<file path="src/rtl/vec_sequencer.sv">
// -----------------------------------------------------------------------------
// vec_sequencer
//
// Multicycle controller that walks the vector register file and vector ALU
// through one vector instruction, one element per READ -> EXEC -> WRITE pass.
// While an op is in flight the scalar PC / instruction path is stalled.
//
// Optional feature (compile-time macro VEC_SEQUENCER_FLAGS_EN):
//   accumulates the per-element VALU flags {N,Z,C,V} into acc_flags.
//   Without the macro acc_flags is tied to zero and lane_flags is ignored.
//
// Ports:
//   clk        in   rising-edge system clock
//   reset      in   asynchronous active-low reset
//   start      in   decoded vector instruction valid, sampled only in IDLE
//   vlen       in   requested element count (clamped to MAX_VLEN)
//   vwe_req    in   instruction writes its destination, captured at accept
//   flush      in   synchronous cancel of the op in flight
//   lane_flags in   VALU flags {N,Z,C,V} for the current element
//   busy       out  op in flight (state != IDLE)
//   stall      out  hold PC/Instr: busy | (start & IDLE)
//   elem_idx   out  current element index
//   vrf_re     out  vector RF read strobe
//   valu_en    out  VALU operand/result capture enable
//   vrf_we     out  vector RF write enable (killed by flush)
//   done       out  one-cycle completion pulse
//   acc_flags  out  accumulated flags {N,Z,C,V} (optional feature)
// -----------------------------------------------------------------------------
module vec_sequencer #(
  parameter int unsigned MAX_VLEN = 5,
  parameter int unsigned VLEN_W   = 3
) (
  input  logic              clk,
  input  logic              reset,
  input  logic              start,
  input  logic [VLEN_W-1:0] vlen,
  input  logic              vwe_req,
  input  logic              flush,
  input  logic [3:0]        lane_flags,
  output logic              busy,
  output logic              stall,
  output logic [VLEN_W-1:0] elem_idx,
  output logic              vrf_re,
  output logic              valu_en,
  output logic              vrf_we,
  output logic              done,
  output logic [3:0]        acc_flags
);

  typedef enum logic [2:0] {
    S_IDLE,
    S_READ,
    S_EXEC,
    S_WRITE,
    S_DONE
  } state_t;

  localparam logic [VLEN_W-1:0] MAX_Q = VLEN_W'(MAX_VLEN);
  localparam logic [VLEN_W-1:0] ONE_Q = VLEN_W'(1);

  state_t            r_state;
  state_t            w_next;
  logic [VLEN_W-1:0] r_elem_idx;
  logic [VLEN_W-1:0] w_elem_next;
  logic [VLEN_W-1:0] r_vlen_q;
  logic              r_vwe_q;
  logic [VLEN_W-1:0] w_vlen_clamped;
  logic              w_accept;
  logic              w_accept_run;
  logic              w_last;
  logic              w_kill;

  assign w_vlen_clamped = (vlen > MAX_Q) ? MAX_Q : vlen;
  assign w_accept       = (r_state == S_IDLE) && start;
  assign w_accept_run   = w_accept && (vlen != '0);
  assign w_last         = (r_elem_idx == (r_vlen_q - ONE_Q));
  // flush only has meaning once an op is in flight
  assign w_kill         = flush && (r_state != S_IDLE);

  // State and element index register
  always_ff @(posedge clk or negedge reset) begin
    if (!reset) begin
      r_state    <= S_IDLE;
      r_elem_idx <= '0;
    end else begin
      r_state    <= w_next;
      r_elem_idx <= w_elem_next;
    end
  end

  // Operation parameters latched at accept
  always_ff @(posedge clk or negedge reset) begin
    if (!reset) begin
      r_vlen_q <= '0;
      r_vwe_q  <= 1'b0;
    end else if (w_accept_run) begin
      r_vlen_q <= w_vlen_clamped;
      r_vwe_q  <= vwe_req;
    end
  end

  // Next-state and strobe decode
  always_comb begin
    w_next      = r_state;
    w_elem_next = r_elem_idx;
    busy        = 1'b1;
    vrf_re      = 1'b0;
    valu_en     = 1'b0;
    vrf_we      = 1'b0;
    done        = 1'b0;

    unique case (r_state)
      S_IDLE: begin
        busy        = 1'b0;
        w_elem_next = '0;
        if (start) begin
          w_next = (vlen == '0) ? S_DONE : S_READ;
        end
      end
      S_READ: begin
        vrf_re = 1'b1;
        w_next = S_EXEC;
      end
      S_EXEC: begin
        valu_en = 1'b1;
        w_next  = S_WRITE;
      end
      S_WRITE: begin
        vrf_we = r_vwe_q;
        if (w_last) begin
          w_next = S_DONE;
        end else begin
          w_next      = S_READ;
          w_elem_next = r_elem_idx + ONE_Q;
        end
      end
      S_DONE: begin
        done        = 1'b1;
        w_next      = S_IDLE;
        w_elem_next = '0;
      end
      default: begin
        busy        = 1'b0;
        w_next      = S_IDLE;
        w_elem_next = '0;
      end
    endcase

    // Flush overrides everything: abandon the op and suppress the write
    // that would otherwise land in this cycle.
    if (w_kill) begin
      w_next      = S_IDLE;
      w_elem_next = '0;
      vrf_we      = 1'b0;
    end
  end

  assign stall    = busy || w_accept;
  assign elem_idx = r_elem_idx;

`ifdef VEC_SEQUENCER_FLAGS_EN
  logic [3:0] r_acc_flags;

  // N, C, V are sticky-OR across elements; Z is AND (all elements zero).
  always_ff @(posedge clk or negedge reset) begin
    if (!reset) begin
      r_acc_flags <= '0;
    end else if (w_accept) begin
      r_acc_flags <= 4'b0100;
    end else if ((r_state == S_WRITE) && !flush) begin
      r_acc_flags <= {r_acc_flags[3] | lane_flags[3],
                      r_acc_flags[2] & lane_flags[2],
                      r_acc_flags[1] | lane_flags[1],
                      r_acc_flags[0] | lane_flags[0]};
    end
  end

  assign acc_flags = r_acc_flags;
`else
  logic w_unused_lane_flags;

  assign w_unused_lane_flags = ^lane_flags;
  assign acc_flags           = '0;
`endif

endmodule

</file>
<file path="config.mk">
export PLATFORM = sky130hd
export DESIGN_NAME = vec_sequencer
export DESIGN_NICKNAME = d
export VERILOG_FILES = /design/src/rtl/vec_sequencer.sv
export SDC_FILE = /design/constraint.sdc
export NUM_CORES = 1
export LEC_CHECK = 0
export CAP_MARGIN = 10
export CORE_MARGIN = 2
export CORE_UTILIZATION = 47
export DETAILED_ROUTE_END_ITERATION = 7
export PLACE_DENSITY = 0.84
export SETUP_SLACK_MARGIN = 0.4
export SLEW_MARGIN = 10
export SYNTH_ARGS = -nofsm -noshare
export SYNTH_HDL_FRONTEND = slang
export SYNTH_SLANG_ARGS = --single-unit
export TNS_END_PERCENT = 30
</file>
<file path="constraint.sdc">
create_clock -name clk -period 2.2 [get_ports clk]
set_input_delay 0.22 -clock clk [delete_from_list [all_inputs] [get_ports clk]]
set_output_delay 0.22 -clock clk [all_outputs]
set_load 0.005 [all_outputs]
</file>
==> results.md <==
Power and ir drop:
- The combinational group share of total power is 0.616.
- The fraction of power consumed by the clock network is 0.106.
- The internal portion of the total power is 0.694 mW.
- The maximum VDD drop is 0.745 mV.
- Of the total power, the share spent switching nets is 0.402.
- The sequential cell fraction of total power is 0.278.
- The total power is 1.16 mW.
- In this run the power spent charging and discharging nets is 0.466 mW.
- The areal power density over the cells is 1200 nW/um^2.
- For this design the static power due to leakage is 0.453 nW.

STA:
- Setup total negative slack on the finished layout was measured at 0 ps.
- The clock arrives with 2.55 ps of skew.
- The number of setup violations in the final report is 0.
- The number of hold violations in the final report came to 0.
- The slack of the critical path is 431 ps.
- Static timing analysis puts the maximum clock frequency at 565 MHz.
- The post-route minimum period is 1770 ps.
- The worst hold margin is 281 ps.
- The final number of max-transition violations is 0.
- Setup repair after global routing could not meet its margin everywhere.
- The post-route fraction of the period consumed by the critical path is 0.804.

Logic synthesis:
- The count of distinct cell types in the synthesized netlist is 34.
- In this run, synthesis produced a sequential element count of 10.
- The average instance in the mapped netlist occupies 9.09 um^2.
- For this run, the register share of the synthesized area comes to 0.344.
- The most instantiated flip-flop cell in the synthesis netlist is sky130_fd_sc_hd__dfrtp_1.
- The Yosys step of the flow raised 0 warnings.
- sky130_fd_sc_hd__dfrtp_1 takes more of the synthesized area than any other cell.
- Counting flops with an async set or reset pin after synthesis yields a share of 1.00.
- The fraction of synthesized cell area taken by the top area cell type is 0.344.
- The number of enable-type register cells in the synthesized netlist is 0.
- Ranked by total cell area, the synthesized netlist is headed by sky130_fd_sc_hd__dfrtp_1 34%, sky130_fd_sc_hd__xor2_1 4.8%, sky130_fd_sc_hd__nand3_1 4.1%.
- The synthesized netlist cell count is 80.
- In the post-synthesis netlist, the cell with the most instances is sky130_fd_sc_hd__dfrtp_1.
- The mapped cell area is 727 um^2.
- The commonest cells after synthesis are 10 x sky130_fd_sc_hd__dfrtp_1, 6 x sky130_fd_sc_hd__nand3_1, 6 x sky130_fd_sc_hd__nor2_1.

Global routing:
- The initial antenna violation count is 0.
- The number of global-route vias before repair is 593.
- Entering global routing, the biggest net connects 13 pins.
- The first global-routing pass estimated 2.66 mm of wire.
- The total track usage is 0.192.
- The total congestion overflow is 0.

Final layout:
- The antenna diode instance count is 0.
- After routing the design area is 970 um^2.
- The final core utilization is 0.659.
- The final-stage net count is 118.
- Of the cells placed in the final design, the portion with a size suffix greater than 1 is 0.225.
- The finished layout holds 118 standard cells, fillers aside.
- Relative to the synthesized area, the layout overhead comes to 33.4%.

Placed design:
- In this run, placement finished with an instance count of 108.
- The total half-perimeter wirelength after legalization and detailed placement is 1.15 mm.
- In this run the tool buffered the top-level ports with 16 buffer cells.
- The area of placed instances is 871 um^2.
- The pre-CTS worst setup slack is 357 ps.
- Routability-driven placement finished with a final weighted congestion of 0.759.

Floorplan:
- For this configuration, the core starts out at a cell density of 0.494.
- The standard-cell row count is 14.
- The total area inside the core boundary comes to 1470 um^2.
- The vertical die dimension is 43.3 um.
- 25 I/O pins were placed.
- In this run the horizontal extent of the chip is 43.3 um.
- The die covers 1880 um^2.

Clocking:
- TritonCTS built the clock tree.
- In this run the number of H-tree levels came out at 1.
- The later-pin clock latency in the skew report is 260 ps.
- In this run, CTS created clock tree buffers numbering 3.
- The root cell of the clock tree is sky130_fd_sc_hd__clkbuf_4.
- The maximum buffer depth of the clock tree is 2.
- The clock net in this run drives a total of 10 sinks.
- The clock-pin slew on the worst setup and hold paths is 60 ps.

Worst hold path:
- In this run the worst hold path is classified as input port to async pin.

Routing:
- The initial detailed-routing violation count is 12.
- Before antenna repair, the detailed router went through 4 iterations.
- In the final routed layout, each cell accounts on average for 13.4 um.
- Wires add up to 1.58 mm.
- The number of design rule violations left after detail routing is 0.
- The detailed router placed 650 vias in this run.
- The via density per instance is 5.51.
- The post-detailed-route count of antenna-violating nets is 0.

Critical path:
- The type of element launching the critical path is a flip-flop.
- Data on the critical path is required at its endpoint by 1980 ps.
- Along the worst path, the maximum fanout reaches 7.
- The sort of element at the end of the critical path is an output pin.
- The worst setup path is of the flip-flop to output pin kind.
- The critical path arrival is 1550 ps.

Status:
- The flow ran to the end, and the final reports show no timing, DRC or antenna violations.

Job:
- Max-cap violations in this run came to 0.
-- per-layer routing --
| metal | up-vias | global-route usage | part of all wire | routed length [um] |
|---|---|---|---|---|
| met5 | - | 0 | 0 | 0 |
| met4 | 0 | 0.0909 | 0.0088 | 14 |
| met3 | 2 | 0.0250 | 0.032 | 51 |
| met2 | 15 | 0.334 | 0.55 | 874 |
| met1 | 316 | 0.233 | 0.41 | 642 |
| li1 | 317 | - | - | - |
-- logic make-up after synthesis --
logic type | Yosys count | synth area share
simple gates | 30 | 0.239
compound gates | 18 | 0.165
buf+inv | 11 | 0.0912
flops | 10 | 0.344
xor+xnor | 6 | 0.0912
fa+ha+maj | 2 | 0.0344
mux | 2 | 0.0293
other cells | 1 | 0.00516
-- worst max-delay path, stage by stage (launching register included) --
cell and delay, ps:
sky130_fd_sc_hd__dfrtp_2 470, sky130_fd_sc_hd__nor2_4 120, sky130_fd_sc_hd__and4_1 200, sky130_fd_sc_hd__clkdlybuf4s50_1 490
-- flip-flops by register name (all words and copies together), names as in the netlist --
name	cells
r_vwe_q	1
elem_idx	3
r_state	3
r_vlen_q	3
-- cell type report --
type | instances | area, um^2
Multi-Input combinational cell | 62 | 434
Sequential cell | 10 | 254
Inverter | 3 | 11.3
Tap cell | 16 | 20.0
Clock buffer | 3 | 22.5
Timing Repair Buffer | 24 | 228
Fill cell | 135 | 502
-- path summary, 6_finish.rpt --
kind                       startpoint          end  slack, ps  depth (start not counted)
max                        r_state[2]       vrf_we        430                          3
min                             reset  elem_idx[0]        280                          1
max reg2reg                r_state[2]      r_vwe_q        580                          5
min reg2reg                   r_vwe_q      r_vwe_q        540                          1
max in group asynchronous       reset   r_state[2]       1570                          1
min in group clk                flush  elem_idx[0]        400                          3
-- repair_timing --
item | CTS | global route
pin swaps | 1 | 1
setup endpoints to repair | 5 | 4
hold buffers | 0 | 0
resized for setup | 4 | 6
setup buffers | 4 | 3
-- power groups by stage --
| stage | clock network (mW) | registers [mW] | logic [mW] |
|---|---|---|---|
| CTS | 0.131 | 0.318 | 0.685 |
| global placement | 0 | 0.340 | 0.589 |
| floorplan | 0 | 0.288 | 0.480 |
| finish | 0.123 | 0.322 | 0.715 |
| global route | 0.141 | 0.333 | 0.787 |
| detailed placement | 0 | 0.345 | 0.616 |
-- placed cells by master (no fill, tap or decap), drive strengths merged, types with 4 or more instances in the layout --
cell type / instances
buf: 8
clkdlybuf4s50: 13
conb: 4
dfrtp: 10
nand2: 4
nand3: 6
nor2: 7
o21ai: 6
xor2: 4
(Power assumes the default switching activity.)
